--- config.mk ---
export PLATFORM = sky130hd
export DESIGN_NAME = matrix_operand_loader
export DESIGN_NICKNAME = d
export VERILOG_FILES = /design/src/rtl/matrix_pkg.sv /design/src/rtl/matrix_operand_loader.sv
export SDC_FILE = /design/constraint.sdc
export NUM_CORES = 1
export LEC_CHECK = 0
export BUFFER_PORTS_ARGS = -buffer_cell sky130_fd_sc_hd__buf_2
export CAP_MARGIN = 40
export CORE_MARGIN = 4
export CORE_UTILIZATION = 30
export CTS_CLUSTER_DIAMETER = 30
export DETAILED_ROUTE_END_ITERATION = 16
export GPL_ROUTABILITY_DRIVEN = 0
export HOLD_SLACK_MARGIN = 0.08
export PLACE_DENSITY_LB_ADDON = 0.1
export SYNTH_ARGS = -nofsm -noshare
export SYNTH_HDL_FRONTEND = slang
export SYNTH_SLANG_ARGS = --single-unit
export TNS_END_PERCENT = 20
--- constraint.sdc ---
create_clock -name clk -period 3.8 [get_ports clk]
set_input_delay 0.19 -clock clk [delete_from_list [all_inputs] [get_ports clk]]
set_output_delay 0.19 -clock clk [all_outputs]
set_load 0.005 [all_outputs]
--- src/rtl/matrix_pkg.sv ---
// Shared definitions for the 5x5 matrix ALU datapath.
//   ELEM_W  : bits per element (two's complement, passed through bit-exact)
//   N_ELEM  : elements per matrix, row-major, element 0 = row 0 col 0
//   FLAT_W  : width of a flattened matrix bus
//   IDX_W   : width of the element index counter
//   ld_state_t : operand loader state encoding
package matrix_pkg;
  localparam int unsigned ELEM_W = 8;
  localparam int unsigned N_ELEM = 25;
  localparam int unsigned FLAT_W = ELEM_W * N_ELEM;
  localparam int unsigned IDX_W  = $clog2(N_ELEM);

  typedef enum logic [1:0] {
    IDLE   = 2'd0,
    LOAD_A = 2'd1,
    LOAD_B = 2'd2,
    READY  = 2'd3
  } ld_state_t;
endpackage

--- src/rtl/matrix_operand_loader.sv ---
// matrix_operand_loader
// Collects 25 bytes of matrix A followed by 25 bytes of matrix B from a
// valid/ready byte stream and presents them as flat buses to the ALU.
// Operands stay stable with operands_valid high until op_ack.
// Ports:
//   clk, rst        : clock, synchronous active-high reset
//   start           : begin a new load (honoured in IDLE only)
//   in_data/in_valid/in_ready : byte stream; in_ready decoded from state only
//   A_flat, B_flat  : element i at [i*ELEM_W +: ELEM_W]
//   operands_valid  : both matrices complete (READY state)
//   op_ack          : consumer has taken the operands (honoured in READY only)
//   busy            : high in LOAD_A, LOAD_B and READY
module matrix_operand_loader
  import matrix_pkg::*;
(
  input  logic              clk,
  input  logic              rst,
  input  logic              start,
  input  logic [ELEM_W-1:0] in_data,
  input  logic              in_valid,
  output logic              in_ready,
  output logic [FLAT_W-1:0] A_flat,
  output logic [FLAT_W-1:0] B_flat,
  output logic              operands_valid,
  input  logic              op_ack,
  output logic              busy
);

  ld_state_t        state, state_next;
  logic [IDX_W-1:0] elem_idx;
  logic             xfer;
  logic             last_elem;

  assign xfer      = in_valid && in_ready;
  assign last_elem = (elem_idx == IDX_W'(N_ELEM - 1));

  always_ff @(posedge clk) begin
    if (rst) begin
      state <= IDLE;
    end else begin
      state <= state_next;
    end
  end

  always_comb begin
    state_next     = state;
    in_ready       = 1'b0;
    operands_valid = 1'b0;
    busy           = 1'b1;
    case (state)
      IDLE: begin
        busy = 1'b0;
        if (start) state_next = LOAD_A;
      end
      LOAD_A: begin
        in_ready = 1'b1;
        if (xfer && last_elem) state_next = LOAD_B;
      end
      LOAD_B: begin
        in_ready = 1'b1;
        if (xfer && last_elem) state_next = READY;
      end
      READY: begin
        operands_valid = 1'b1;
        if (op_ack) state_next = IDLE;
      end
      default: state_next = IDLE;
    endcase
  end

  // Index wraps explicitly at N_ELEM-1 so the A->B and B->READY hand-offs
  // both restart at element 0.
  always_ff @(posedge clk) begin
    if (rst) begin
      elem_idx <= '0;
      A_flat   <= '0;
      B_flat   <= '0;
    end else begin
      if (state == IDLE && start) begin
        elem_idx <= '0;
      end else if (xfer) begin
        if (state == LOAD_A) A_flat[elem_idx*ELEM_W +: ELEM_W] <= in_data;
        else                 B_flat[elem_idx*ELEM_W +: ELEM_W] <= in_data;
        elem_idx <= last_elem ? '0 : elem_idx + IDX_W'(1);
      end
    end
  end

endmodule

==> results.cfg <==
[outcome]
status = completed

[detailed_routing]
drtIter0Drc = 722
num_vias = 13650
drt-total-wl_um = 62000
drt-pass1-iter-count = 4
wl_per_cell_um = 21.3
route.detailed.drc = 0
vias_per_cell = 4.69
ant_nets = 0

[yosys]
synthTopCellsByArea = dfxtp_1, mux2i_1, nand2b_1, nand4_4, nand3b_1
yosysWarnings = 0
ys_types = 52
synthTopCellsByCount = dfxtp_1, nand2b_1, mux2i_1
synth-edff-count = 0
avgSynthCellArea_um2 = 10.9
synthFlopType = dfxtp_1
yosysTopAreaCell = dfxtp_1
postSynth.asyncResetShare_pct = 0
syn_nets = 1631
netlist.area_leader.share_pct = 46.3
ys_ff_latch = 407
yosysSeqAreaShare_pct = 46.3
syn-cell-area_mm2 = 0.0176
yosysMostFrequentCell = dfxtp_1
syn_inst = 1610

[setup_path]
max_stage_delay_ns = 0.61
crit_top_cell = ha_1
crit_path_max_fanout = 9
path_cells = inv_1 -> ha_1 -> nand2b_1 -> nor2_1 -> ha_1 -> buf_4 -> nor3_4 -> buf_12 -> nand4_2 -> mux2i_1
worstPathRequired_ns = 4.34
reg2reg_from = elem_idx[1]
worstSetupPathType = flip-flop to flip-flop
cp-startpoint = elem_idx[1]
endpoint_kind = flip-flop
worst_setup_path_start_kind = flip-flop
critical-path-slowest-cell = nor3_4
worstPathArrival_ns = 3.90

[clock_network]
clock-root-buffer = clkbuf_16
clk_pin_slew_ns = 0.04
cts_max_level = 3
cts_buffers = 109
clk_path_buf_depth = 3
cts_tree = yes
clk_latency_ns = 0.63
cts.sinks = 407

[power]
p_sw_uw = 3740
clock_power_share_pct = 61.8
switching_share_pct = 24.8
p_leak_uw = 0.0126
powerDensity_mw_per_mm2 = 617
power_uw = 15100
p_seq_share_pct = 28.8
vdd_drop_max_v = 0.000359
internal-power_uw = 11300
power_frac_comb_pct = 9.5

[finish]
diodes = 0
nets = 2077
area_growth_pct = 38.8
final_cells = 2909
drive_gt1_share_pct = 32.5

[placement]
place.port_buffers = 415
place_inst = 2703
dp_hpwl_um = 41800

[floorplanning]
ios = 416
die_w_um = 250
core-area_mm2 = 0.0579
die_area_mm2 = 0.0626
start_util_pct = 30.4
die_h_um = 250
num_rows = 88

[hold_path]
hp-class = input pin to flip-flop
min_from = in_data[7]

[global_routing]
grtUsageTotal_pct = 19.1
grt_pass1_vias = 14248
grt_pass1_wl_um = 92700
antenna_found_initial = 0
grt_max_degree = 201
grt_overflow_total = 0

[sta]
period_minus_slack_ns = 3.36
finalSetupTns_ns = 0
post-route-period-util_pct = 88.5
relSlewSlack_pct = 40.7
fin_skew_ns = 0.0107
finalSetupViolCount = 0
worst_pin_slew_ns = 0.890
fmaxAchievable_mhz = 297
hold_viol = 0
rsz0062_at_grt = no
drv_slew = 0

[job]
cap_violations = 0
==> metal layers <==
metal / vias up / GRT usage (%) / routed length (um)
li1: 6540 / - / -
met1: 6624 / 23.6 / 26600
met2: 377 / 31.5 / 29500
met3: 109 / 6.06 / 4060
met4: 0 / 6.69 / 1840
met5: - / 0 / 0
==> final cells by class <==
cell class	instances	area, um2
Clock buffer	164	3340
Clock inverter	35	472
Fill cell	5683	33500
Inverter	8	30.0
Multi-Input combinational cell	1073	8920
Sequential cell	407	8150
Tap cell	765	957
Timing Repair Buffer	457	2550
==> power groups by stage <==
stage	Sequential (uW)	Clock (uW)	Combinational [uW]
3_3_place_gp	4410	0	1400
4_1_cts	4330	9490	1450
6_report	4340	9310	1430
3_5_place_dp	4410	0	1430
2_1_floorplan	4410	0	908
5_1_grt	4330	9730	1540
==> stage by stage <==
step                util, %  hold WS (ns)  instance area [um2]  worst slack [ns]
finish                 42.2         0.129                24400             0.437
global route           42.2         0.129                24400             0.231
CTS                    42.2        0.0889                24400             0.420
detailed placement     35.5         0.462                20500             0.436
global placement       35.3         0.459                20500             0.464
floorplan                 -         0.340                17600             0.743
==> logic make-up after synthesis <==
group | Yosys count | share of synthesized area, %
compound gates | 47 | 1.69
xor+xnor | 6 | 0.341
fa+ha+maj | 8 | 0.569
buf+inv | 130 | 3.22
flops | 407 | 46.3
mux | 384 | 21.9
simple gates | 628 | 26.0
==> worst paths after layout <==
kind | to | slack, ns | depth (start not counted)
min | B_flat[135] | 0.13 | 3
max reg2reg | A_flat[187] | 0.44 | 10
min reg2reg | B_flat[89] | 0.47 | 2
max | A_flat[187] | 0.44 | 10
==> critical path: cells and delay by family (launching register included) <==
family | cells | cell delay [ns]
buf+inv | 3 | 0.51
flops | 1 | 0.60
fa+ha+maj | 2 | 0.59
mux | 1 | 0.28
simple gates | 4 | 1.28
==> timing repair <==
| action | CTS | global route |
|---|---|---|
| setup endpoints to repair | 0 | 0 |
| resized for setup | 0 | 0 |
| hold buffers | 7 | 0 |
| endpoints found under the hold margin | 11 | 0 |
| setup buffers | 0 | 0 |
==> flip-flops by register name, indices dropped and copies added, names as in the netlist <==
signal	flops
A_flat	200
B_flat	200
elem_idx	5
state	2
==> placed cells by master (no fill, tap or decap), types with 5 or more instances in the layout <==
master	Yosys	final
buf_2	20	414
dfxtp_1	407	407
nand2b_1	387	387
mux2i_1	384	384
clkbuf_16	0	111
nand3_1	55	55
nand3b_1	54	54
clkbuf_8	0	36
nand4_4	33	33
nand4_1	30	30
buf_4	8	26
a21oi_1	20	20
o21ai_0	17	17
clkbuf_1	86	17
clkinv_2	0	17
nand4b_1	13	13
nand4_2	10	10
bufinv_16	0	10
ha_1	8	8
inv_1	7	7
nor2_1	10	7
nand2_1	7	7
dlygate4sd3_1	0	7
buf_12	0	6
clkinvlp_4	0	5
Note: power is estimated with default switching activity, not from simulation.
